<file path="config.mk">
export PLATFORM = sky130hd
export DESIGN_NAME = mp64_entropy_fetch
export DESIGN_NICKNAME = d
export VERILOG_FILES = /design/src/rtl/mp64_entropy_fetch.sv
export SDC_FILE = /design/constraint.sdc
export NUM_CORES = 1
export LEC_CHECK = 0
export CAP_MARGIN = 20
export CORE_MARGIN = 2
export CORE_UTILIZATION = 55
export DETAILED_ROUTE_END_ITERATION = 6
export PLACE_DENSITY = 0.79
export SLEW_MARGIN = 0
export SYNTH_ARGS = -nofsm -noshare
export SYNTH_HDL_FRONTEND = slang
export SYNTH_SLANG_ARGS = --single-unit
export TNS_END_PERCENT = 30
</file>
<file path="constraint.sdc">
create_clock -name clk -period 13.7 [get_ports clk]
set_input_delay 2.74 -clock clk [delete_from_list [all_inputs] [get_ports clk]]
set_output_delay 2.74 -clock clk [all_outputs]
set_load 0.005 [all_outputs]
</file>
<file path="src/rtl/mp64_entropy_fetch.sv">
// Bus initiator that drains the mp64_trng responder into a first-word-fall-through FIFO.
// Define MP64_ENTROPY_DEDUP_EN to discard back-to-back identical RAND64 words (adds dup_cnt).
module mp64_entropy_fetch #(
    parameter int DEPTH   = 8,
    parameter int BACKOFF = 16,
    parameter int TIMEOUT = 32
) (
    input  logic                     clk,
    input  logic                     rst_n,
    input  logic                     en,
    output logic                     m_req,
    output logic [4:0]               m_addr,
    output logic [63:0]              m_wdata,
    output logic                     m_wen,
    input  logic [63:0]              m_rdata,
    input  logic                     m_ack,
    input  logic                     seed_valid,
    input  logic [63:0]              seed_data,
    output logic                     seed_ready,
    input  logic                     pop,
    output logic [63:0]              dout,
    output logic                     dvalid,
    output logic [$clog2(DEPTH):0]   level,
`ifdef MP64_ENTROPY_DEDUP_EN
    output logic [7:0]               dup_cnt,
`endif
    output logic                     err
);

    localparam int PW   = $clog2(DEPTH);
    localparam int LW   = PW + 1;
    localparam int TMAX = (BACKOFF > TIMEOUT) ? BACKOFF : TIMEOUT;
    localparam int TW   = $clog2(TMAX + 1);

    localparam logic [4:0] ADDR_STATUS = 5'h10;
    localparam logic [4:0] ADDR_RAND   = 5'h08;
    localparam logic [4:0] ADDR_SEED   = 5'h18;

    typedef enum logic [2:0] {
        S_IDLE,
        S_POLL,
        S_BACKOFF,
        S_FETCH,
        S_SEED
    } state_t;

    state_t          state_q, state_d;
    logic            m_req_q, m_req_d;
    logic [4:0]      m_addr_q, m_addr_d;
    logic [63:0]     m_wdata_q, m_wdata_d;
    logic            m_wen_q, m_wen_d;
    logic [63:0]     seed_q, seed_d;
    logic            seed_ready_q, seed_ready_d;
    logic            seeded_q, seeded_d;
    logic            err_q, err_d;
    logic [TW-1:0]   timer_q, timer_d;
    logic [PW-1:0]   wr_ptr_q, wr_ptr_d;
    logic [PW-1:0]   rd_ptr_q, rd_ptr_d;
    logic [LW-1:0]   level_q, level_d;
    logic [63:0]     fifo_mem [DEPTH];
    logic            push;
    logic            pop_ok;
    logic            ack_ok;
    logic            timed_out;
`ifdef MP64_ENTROPY_DEDUP_EN
    logic [63:0]     last_q, last_d;
    logic            last_valid_q, last_valid_d;
    logic [7:0]      dup_cnt_q, dup_cnt_d;
`endif

    assign ack_ok    = m_req_q & m_ack;
    assign timed_out = m_req_q & ~m_ack & (timer_q == TW'(TIMEOUT - 1));

    always_comb begin
        state_d   = state_q;
        m_req_d   = m_req_q;
        m_addr_d  = m_addr_q;
        m_wdata_d = m_wdata_q;
        m_wen_d   = m_wen_q;
        seed_d    = seed_q;
        seeded_d  = seeded_q;
        err_d     = err_q;
        timer_d   = timer_q;
        push      = 1'b0;
`ifdef MP64_ENTROPY_DEDUP_EN
        last_d       = last_q;
        last_valid_d = last_valid_q;
        dup_cnt_d    = dup_cnt_q;
`endif

        case (state_q)
            S_IDLE: begin
                timer_d = '0;
                if (seed_valid && seed_ready_q) begin
                    seed_d  = seed_data;
                    state_d = S_SEED;
                end else if (en && (level_q < LW'(DEPTH))) begin
                    state_d = seeded_q ? S_FETCH : S_POLL;
                end
            end
            S_BACKOFF: begin
                if (timer_q == TW'(BACKOFF - 1)) begin
                    state_d = S_IDLE;
                end else begin
                    timer_d = timer_q + 1'b1;
                end
            end
            default: begin
                // Bus states: issue one cycle after entry, then wait for ack or timeout.
                if (!m_req_q) begin
                    m_req_d = 1'b1;
                    timer_d = '0;
                    m_wen_d = (state_q == S_SEED);
                    m_wdata_d = (state_q == S_SEED) ? seed_q : 64'd0;
                    m_addr_d = (state_q == S_POLL)  ? ADDR_STATUS :
                               (state_q == S_FETCH) ? ADDR_RAND : ADDR_SEED;
                end else if (ack_ok || timed_out) begin
                    m_req_d   = 1'b0;
                    m_addr_d  = '0;
                    m_wdata_d = '0;
                    m_wen_d   = 1'b0;
                    state_d   = S_IDLE;
                    if (timed_out) begin
                        err_d    = 1'b1;
                        seeded_d = 1'b0;
                    end else if (state_q == S_POLL) begin
                        if (m_rdata[0]) begin
                            seeded_d = 1'b1;
                            state_d  = S_FETCH;
                        end else begin
                            timer_d = '0;
                            state_d = S_BACKOFF;
                        end
                    end else if (state_q == S_SEED) begin
                        seeded_d = 1'b0;
                    end else begin
`ifdef MP64_ENTROPY_DEDUP_EN
                        last_d       = m_rdata;
                        last_valid_d = 1'b1;
                        if (last_valid_q && (m_rdata == last_q)) begin
                            err_d    = 1'b1;
                            seeded_d = 1'b0;
                            if (dup_cnt_q != 8'hFF) dup_cnt_d = dup_cnt_q + 8'd1;
                        end else begin
                            push = 1'b1;
                        end
`else
                        push = 1'b1;
`endif
                    end
                end else begin
                    timer_d = timer_q + 1'b1;
                end
            end
        endcase

        seed_ready_d = (state_d == S_IDLE);
    end

    always_comb begin
        pop_ok   = pop && (level_q != '0);
        wr_ptr_d = push ? wr_ptr_q + 1'b1 : wr_ptr_q;
        rd_ptr_d = pop_ok ? rd_ptr_q + 1'b1 : rd_ptr_q;
        level_d  = level_q;
        if (push && !pop_ok) begin
            level_d = level_q + 1'b1;
        end else if (!push && pop_ok) begin
            level_d = level_q - 1'b1;
        end
    end

    always_ff @(posedge clk or negedge rst_n) begin
        if (!rst_n) begin
            state_q      <= S_IDLE;
            m_req_q      <= 1'b0;
            m_addr_q     <= '0;
            m_wdata_q    <= '0;
            m_wen_q      <= 1'b0;
            seed_q       <= '0;
            seed_ready_q <= 1'b0;
            seeded_q     <= 1'b0;
            err_q        <= 1'b0;
            timer_q      <= '0;
            wr_ptr_q     <= '0;
            rd_ptr_q     <= '0;
            level_q      <= '0;
        end else begin
            state_q      <= state_d;
            m_req_q      <= m_req_d;
            m_addr_q     <= m_addr_d;
            m_wdata_q    <= m_wdata_d;
            m_wen_q      <= m_wen_d;
            seed_q       <= seed_d;
            seed_ready_q <= seed_ready_d;
            seeded_q     <= seeded_d;
            err_q        <= err_d;
            timer_q      <= timer_d;
            wr_ptr_q     <= wr_ptr_d;
            rd_ptr_q     <= rd_ptr_d;
            level_q      <= level_d;
        end
    end

    // Storage needs no reset: the pointers alone decide what is visible.
    always_ff @(posedge clk) begin
        if (push) fifo_mem[wr_ptr_q] <= m_rdata;
    end

`ifdef MP64_ENTROPY_DEDUP_EN
    always_ff @(posedge clk or negedge rst_n) begin
        if (!rst_n) begin
            last_q       <= '0;
            last_valid_q <= 1'b0;
            dup_cnt_q    <= '0;
        end else begin
            last_q       <= last_d;
            last_valid_q <= last_valid_d;
            dup_cnt_q    <= dup_cnt_d;
        end
    end

    assign dup_cnt = dup_cnt_q;
`endif

    assign m_req      = m_req_q;
    assign m_addr     = m_addr_q;
    assign m_wdata    = m_wdata_q;
    assign m_wen      = m_wen_q;
    assign seed_ready = seed_ready_q;
    assign err        = err_q;
    assign level      = level_q;
    assign dvalid     = (level_q != '0);
    assign dout       = dvalid ? fifo_mem[rd_ptr_q] : 64'd0;

endmodule

</file>
Yosys cells after proc, flatten, opt, wreduce, memory -nomap -nowiden
Memories as Yosys holds them, arrays and structs flattened.
Cells that the tools add are included.
{"block": "totals", "register_bits": 157, "out_inout_bits": 142, "in_bits": 134, "mem_count": 1, "romBits": 0, "wordCells": 99, "latchBits": 0, "ram_bits": 512}
{"memory": "fifo_mem", "words": 8, "word_bits": 64, "rd": 1, "rd_ports_with_merged_regs": 0, "wr": 1, "line_no": "60", "text": "logic [63:0] fifo_mem [DEPTH];"}
{"block": "classes", "mul": 0, "eq_ne": 12, "order_cmp": 1, "bitwise": 5, "n_mux": 43, "reduce_logical": 19, "n_addsub": 5, "div": 0, "shift": 0}
{"cell": "two-way mux 64 bit", "count": 4}
{"cell": "two-way mux 6 bit", "count": 6}
{"cell": "two-way mux 5 bit", "count": 4}
{"cell": "two-way mux 1 bit", "count": 17}
{"cell": "two-way mux 3 bit", "count": 5}
{"cell": "!= test 5 x 3 -> 1 bit, second input constant", "count": 3}
{"cell": "one-hot mux 6 bit (2 select lines)", "count": 1}
{"cell": "two-way mux 4 bit", "count": 2}
{"cell": "AND reduction 4 bit", "count": 2}
{"cell": "adder 3 x 1 -> 3 bit, second input constant", "count": 2}
{"cell": "adder 6 x 1 -> 6 bit, second input constant", "count": 1}
{"cell": "equality test 3 x 2 -> 1 bit, second input constant", "count": 2}
{"cell": "equality test 6 x 4 -> 1 bit, second input constant", "count": 1}
{"cell": "equality test 6 x 5 -> 1 bit, second input constant", "count": 1}
{"cell": "zero test 3 bit", "count": 2}
{"cell": "two-way mux 2 bit", "count": 3}
{"cell": "one-hot mux 3 bit (2 select lines)", "count": 1}
{"cell": "logical AND 1 bit", "count": 5}
{"cell": "AND reduction 5 bit", "count": 1}
{"cell": "adder 4 x 1 -> 4 bit, second input constant", "count": 1}
{"cell": "less-than comparator 4 bit, second input constant", "count": 1}
{"cell": "AND reduction 2 bit", "count": 2}
{"cell": "nonzero test 4 bit", "count": 1}
{"cell": "subtractor 4 x 1 -> 4 bit, second input constant", "count": 1}
{"cell": "12 further kinds", "count": 16}

Longest topological paths before layout
Gate-level depths: netlist of run 1.
{"block": "logic_depth", "word_depth": 11, "depth_mapped": 10, "mapped_depth_nobuf": 10}

Worst setup path after synthesis of run 1
No wires, ideal clock.
{"block": "synth_path", "path_type": "input -> register", "from": "input m_ack", "to": "memory fifo_mem[0][0] (enable)", "path_slack_ns": 5.543, "setup_ns": 0.565, "t_arrival_ns": 7.592, "path_buffers": 0, "t_required_ns": 13.135, "stages": 4, "cell_sequence": "nand2_1 -> a21oi_2 -> nand2b_1 -> nor3_1"}
{"block": "synth_via", "elab_chain_len": 9}
{"item": "start, declared", "line_no": "16", "text": "input logic m_ack,"}
{"item": "inverter 1 bit", "line_no": "72", "text": "assign timed_out = m_req_q & ~m_ack & (timer_q == TW'(TIMEOUT - 1));"}
{"item": "bitwise AND 1 bit (2 in series)", "line_no": "72"}
{"item": "two-way mux 1 bit or logical OR 1 bit (tied branches)", "line_no": "123, 117"}
{"item": "two-way mux 1 bit *", "line_no": "117", "text": "end else if (ack_ok || timed_out) begin"}
{"item": "two-way mux 1 bit *", "line_no": "110", "text": "if (!m_req_q) begin"}
{"item": "two-way mux 1 bit *", "line_no": "91", "text": "case (state_q)"}
{"item": "named net push", "line_no": "61", "text": "logic push;"}
{"item": "two-way mux 1 bit *", "line_no": "206", "text": "if (push) fifo_mem[wr_ptr_q] <= m_rdata;"}
{"item": "two-way mux 1 bit (not written as such) *", "line_no": "206"}
{"item": "end, declared", "line_no": "60"}
The timed path passes the listed nets; every way through them passes the cells marked *.

Worst setup path in the final report of run 1
{"block": "layout_path", "from": "register rd_ptr_q[1]", "to": "output dout[24]"}
{"block": "layout_via", "elab_chain_len": 2}
{"item": "start, declared", "line_no": "58", "text": "logic [PW-1:0] rd_ptr_q, rd_ptr_d;"}
{"item": "start signal, assigned", "line_no": "199", "text": "rd_ptr_q <= rd_ptr_d;"}
{"item": "memory (8 x 64 bit)"}
{"item": "two-way mux 64 bit", "line_no": "233", "text": "assign dout = dvalid ? fifo_mem[rd_ptr_q] : 64'd0;"}
{"item": "end, declared", "line_no": "21", "text": "output logic [63:0] dout,"}
No other way between the ends.

==> results of run 1 <==
==> kinds of logic after synthesis <==
group	count (synthesis)
other	1
adders and majority gates	7
DFF	666
and+or+nand+nor	118
muxes	262
buffers and inverters	80
AOI/OAI and AO/OA	103
xor gates and xnor gates	7
==> layout make-up <==
cell class / instances / area [sq um]
inverters: 10 / 37.5
fillers: 2837 / 14600
clock inverters: 36 / 312
repair buffers: 294 / 2930
flip-flops and latches: 666 / 19200
clock buffers: 84 / 1820
multi-input cells: 500 / 5910
well taps: 600 / 751
==> synthesized netlist by cell type, types with 2 or more instances <==
cell	instances
o22ai_1	2
mux4_2	128
nor3_1	5
o221ai_1	4
clkbuf_1	11
and3_1	2
a21o_1	4
mux2_2	12
xnor2_1	6
o21ai_1	4
nor2b_1	3
o21a_1	3
o41ai_1	2
o21ai_0	3
o2bb2ai_1	3
buf_4	9
nor4_1	2
buf_6	4
buf_1	11
nand4_1	2
ha_1	6
inv_1	9
mux2i_1	67
edfxtp_1	512
mux2_1	55
dfrtp_1	154
nand3_1	4
nand2b_1	5
nand2_1	10
a21oi_1	6
buf_2	35
o211ai_1	2
nor2_1	78
a22o_1	64
==> flip-flops by register name (all words and copies together) (netlist names) <==
signal,count
m_wen,1
wr_ptr_q,3
m_addr,2
rd_ptr_q,3
seed_q,64
err,1
timer_q,6
seeded_q,1
state_q,3
m_req,1
seed_ready,1
m_wdata,64
fifo_mem,512
level,4
==> worst max path at each step <==
stage | from | end | slack, ns
floorplan | m_ack | fifo_mem[0][0] | 5.54
global placement | rd_ptr_q[1] | dout[42] | 7.58
detailed placement | rd_ptr_q[1] | dout[30] | 7.57
CTS | rd_ptr_q[1] | dout[24] | 6.90
global route | rd_ptr_q[1] | dout[24] | 6.80
finish | rd_ptr_q[1] | dout[24] | 7.00
==> metal layers <==
metal | global-route usage [%] | part of all wire (%) | vias up
met3 | 6.61 | 7.9 | 60
li1 | - | - | 5587
met1 | 29.3 | 40 | 6713
met2 | 37.3 | 50 | 433
met5 | 0 | 0.025 | -
met4 | 6.51 | 1.6 | 2
==> through the flow <==
step	total power (W)	cells	hold slack, ns	setup slack, ns	area (sq um)
finish	0.00599	2190	0.480	7.00	31000
global route	0.00627	2190	0.494	6.80	31000
CTS	0.00605	2188	0.483	6.90	30900
detailed placement	0.00426	2068	0.469	7.57	28800
global placement	0.00423	2068	0.467	7.58	28800
floorplan	0.00354	1246	0.454	5.54	25500
==> power by group through the flow <==
stage | registers [W] | logic, W | clock network (W)
3_3_place_gp | 0.00259 | 0.00164 | 0
5_1_grt | 0.00258 | 0.00180 | 0.00189
6_report | 0.00256 | 0.00166 | 0.00177
2_1_floorplan | 0.00249 | 0.00105 | 0
4_1_cts | 0.00256 | 0.00168 | 0.00181
3_5_place_dp | 0.00260 | 0.00166 | 0
==> results.toml, run 1 <==
[run_status]
outcome = "finished clean"

[route]
vias = 12795
firstDrtPassIters = 6
wl_per_cell_um = 24.1
drt_wl_total_mm = 52.7
routed_via_density = 5.84
drtIter0Drc = 1025
drc = 0
final_antenna_net_count = 0

[die]
num_io_pins = 276
initial_core_util_pct = 55.9
dieHeight_um = 219
core-area_sq_um = 45600
die_x_um = 219
row_count = 78
dieArea_sq_um = 48000

[worst_hold_path]
worstHoldEndpoint = "m_wdata[58]"
hold_start = "seed_q[58]"
hold_depth = 1
hp-class = "register to register"

[timing]
hold_violations = 0
min_period_ns = 6.70
fin_worst_skew_ns = 0.0213
report.final.slew_viol_count = 0
finalCritPeriodShare_pct = 48.9
setup_viol_count_final = 0
max_freq_mhz = 149
maxSlewHeadroom_pct = 22.8
tightest_slew_ns = 1.16
rsz0062_at_grt = "no"
fin_setup_tns_ns = 0

[synth]
synth_top_area_share_pct = 60.4
synth_top_family_by_area = "multiplexers"
yosysUniqueCellTypes = 51
syn_area_per_cell_sq_um = 20.5
synth_xor_area_share_pct = 0.241
seq_area_frac_synth_pct = 75.5
synth_largest_area_cell = "edfxtp_1"
yosys_warnings = 0
syn_inst = 1244
synth.area.top_cells = "edfxtp_1, dfrtp_1, mux4_2"
ys_async_sr_fraction_pct = 23.1
synth-adder-area-share_pct = 0.373
ys_ff_latch = 666
dominantRegCellSynth = "edfxtp_1"
syn_area_sq_um = 25500
synth-simple-area-share_pct = 2.04
synth_edf_count = 512
synth_compound_area_share_pct = 3.30
synth.area.mux_share_pct = 16.9

[critical_path]
crit_slowest_cell = "dfrtp_4"
r2r_slack_ns = 10.37
critPathMaxFanout = 45
crit_path_frequent_cell = "buf_4"
path_depth = 6
critPathKind = "register to output port"
r2r-start = "level[3]"
cp_num_buf_inv = 3
crit_family = "buffers and inverters"
r2r_end = "level[3]"
reg2reg_depth = 11
cp-end-kind = "output port"
startpoint_type = "register"
cpPeakStageDelay_ns = 0.86
arrival_ns = 3.96
worstPathRequired_ns = 10.96
crit_chain = "buf_4 > buf_4 > mux4_2 > mux2i_1 > nor2_1 > clkdlybuf4s50_1"

[power_and_ir_drop]
p_switching_w = 0.00163
p_comb_share_pct = 27.7
power_frac_seq_pct = 42.7
clock_power_share_pct = 29.6
switching_share_pct = 27.3
power_density_nw_per_um2 = 193
intPower_w = 0.00435
peakVddDrop_mv = 0.127
p_leak_nw = 11.0

[global_route]
grt_pass1_vias = 13814
antenna_found_initial = 1
grt_max_degree = 83
grt_pass1_wl_mm = 81.0
overflow = 0
grt_usage_pct = 22.6

[clock_network]
post_cts_buffers = 0
cts_tree = "yes"
ctsHoldBuffers = 0
clk_pin_slew_ns = 0.06
cts_sinks = 666
cts_resized = 0
htree_levels = 3
numCtsBuffers = 67
insertion_delay_ns = 0.58
clock_path_buffers = 3
cts_root_buf = "clkbuf_16"

[run]
maxCapViolations = 0

[layout]
areaGrowthSynthToFinish_pct = 21.8
drive_above_1_share_pct = 17.4
final_common_cell = "edfxtp_1"
fin_util_pct = 68.0
finalNetCount = 1680
n_antenna_cell = 0
final_cell_mix = "edfxtp_1, clkdlybuf4s50_1, dfrtp_1"

[placement]
io_buffers = 272
hpwl_mm = 28.5
finalWeightedCongestion = 0.748
Note: power is estimated with default switching activity, not from simulation.
==> run 2: changes to the inputs <==
--- a/config.mk
+++ b/config.mk
@@ -7,9 +7,9 @@
 export LEC_CHECK = 0
 export CAP_MARGIN = 20
 export CORE_MARGIN = 2
-export CORE_UTILIZATION = 55
+export CORE_UTILIZATION = 51
 export DETAILED_ROUTE_END_ITERATION = 6
-export PLACE_DENSITY = 0.79
+export PLACE_DENSITY = 0.77
 export SLEW_MARGIN = 0
 export SYNTH_ARGS = -nofsm -noshare
 export SYNTH_HDL_FRONTEND = slang
==> constraint.sdc (replaced) <==
create_clock -name clk -period 5.4 [get_ports clk]
set_input_delay 1.08 -clock clk [delete_from_list [all_inputs] [get_ports clk]]
set_output_delay 1.08 -clock clk [all_outputs]
set_load 0.005 [all_outputs]
==> run 2 against run 1 <==
Non-clock buffer count rose by 5. Cell area rose by 0.56%. Via count rose by 0.88%. Critical endpoint is now dout[37]. Setup slack got worse by 5.8 ns. Utilization fell by 4.6 points. Clock-buffer cell count rose by 3. Clock skew rose by 0.0013 ns. Largest cell class unchanged.
==> results.toml, run 2 (synthesized netlist as in run 1, its figures left out) <==
[run_status]
outcome = "finished clean"

[clock_network]
numCtsBuffers = 67
ctsHoldBuffers = 0
cts_tree = "yes"
clk_pin_slew_ns = 0.06
post_cts_buffers = 0
insertion_delay_ns = 0.59
cts_sinks = 666
cts_root_buf = "clkbuf_16"
cts_resized = 0
htree_levels = 3
clock_path_buffers = 3

[layout]
layoutNonFillerInstCount = 2262
final_common_cell = "edfxtp_1"
largest_reg_flops = 512
largest-register = "fifo_mem"
final_cell_mix = "edfxtp_1, clkdlybuf4s50_1, dfrtp_1"
finalNetCount = 1685
areaGrowthSynthToFinish_pct = 22.4
fin_util_pct = 63.4
drive_above_1_share_pct = 17.4

[power_and_ir_drop]
p_leak_nw = 11.0
switching_share_pct = 27.8
power_w = 0.0151
peakVddDrop_mv = 0.320
p_switching_w = 0.00420
intPower_w = 0.0109
p_comb_share_pct = 27.8
clock_power_share_pct = 28.8
power_frac_seq_pct = 43.4
power_density_nw_per_um2 = 485

[timing]
fin_setup_tns_ns = 0
maxSlewHeadroom_pct = 27.7
finalCritPeriodShare_pct = 78.5
rsz0062_at_grt = "no"
holdWs_ns = 0.316
fin_worst_skew_ns = 0.0226
report.final.slew_viol_count = 0
hold_violations = 0
setup_viol_count_final = 0
tightest_slew_ns = 1.09
max_freq_mhz = 236
min_period_ns = 4.24

[route]
wl_per_cell_um = 23.9
final_antenna_net_count = 0
drtIter0Drc = 936
firstDrtPassIters = 5
drt_wl_total_mm = 54.0
routed_via_density = 5.71
vias = 12907
drc = 0

[die]
initial_core_util_pct = 51.8
core-area_sq_um = 49200
dieArea_sq_um = 51700
die_x_um = 227
dieHeight_um = 227
num_io_pins = 276
row_count = 81

[global_route]
grt_pass1_vias = 13774
antenna_found_initial = 6
overflow = 0
grt_usage_pct = 21.2
grt_pass1_wl_mm = 81.6
grt_max_degree = 112

[critical_path]
worstPathRequired_ns = 4.32
crit_chain = "buf_4 > mux4_2 > mux2i_1 > nor2_1 > clkdlybuf4s50_1"
cpPeakStageDelay_ns = 1.05
critPathKind = "register to output port"
startpoint_type = "register"
crit_slowest_cell = "dfrtp_4"
crit_family = "flip-flops"
cp-end-kind = "output port"
arrival_ns = 3.16
cp_num_buf_inv = 2
critPathMaxFanout = 63

[placement]
dp.cells = 2138
io_buffers = 272
finalWeightedCongestion = 0.788
hpwl_mm = 31.1

[worst_hold_path]
hp-class = "input port to async pin"

[run]
maxCapViolations = 0
[run 2: layout make-up]
class                   count  area [sq um]
clock buffers              87          1830
inverters                  10          37.5
multi-input cells         500          5920
clock inverters            32           231
well taps                 664           831
flip-flops and latches    666         19200
repair buffers            299          3080
fillers                  3327         18000
diodes                      4          10.0
[run 2: worst register-to-register path, delay by kind of cell (launching register included)]
family	cells	cell delay (ns)
AND/OR/NAND/NOR	2	0.48
adder cells (fa/ha/maj)	2	0.47
flip-flops	1	0.44
AO/OA/AOI/OAI	2	0.37
XOR/XNOR	1	0.14
multiplexers	1	0.24
buffers and inverters	3	1.09
[run 2: per-stage QoR]
| step | worst slack (ns) | instance area [sq um] |
|---|---|---|
| floorplan | -1.09 | 25500 |
| global placement | 1.49 | 29100 |
| detailed placement | 1.40 | 29100 |
| CTS | 1.05 | 31100 |
| global route | 0.943 | 31200 |
| finish | 1.16 | 31200 |
[run 2: power groups by stage]
stage	combinational, W	sequential [W]	clock (W)
floorplan	0.00267	0.00631	0
global placement	0.00420	0.00664	0
detailed placement	0.00427	0.00668	0
CTS	0.00430	0.00658	0.00444
global route	0.00457	0.00664	0.00463
finish	0.00420	0.00657	0.00435
[run 2: final timing paths]
kind | from | end | slack (ns) | cells after the start
min reg2reg | err | err | 0.47 | 2
max in group asynchronous | rst_n | m_wdata[42] | 3.79 | 3
max | rd_ptr_q[1] | dout[37] | 1.16 | 5
min | rst_n | seed_q[23] | 0.32 | 1
min in group clk | err | err | 0.47 | 2
max reg2reg | level[3] | level[3] | 2.07 | 11
[run 2: routing by layer]
| metal | vias to the layer above | GRT usage (%) | part of all wire [%] |
|---|---|---|---|
| met5 | - | 0 | 0.074 |
| li1 | 5616 | - | - |
| met1 | 6743 | 27.0 | 39 |
| met3 | 65 | 6.88 | 9.1 |
| met2 | 477 | 35.3 | 50 |
| met4 | 6 | 6.05 | 1.6 |
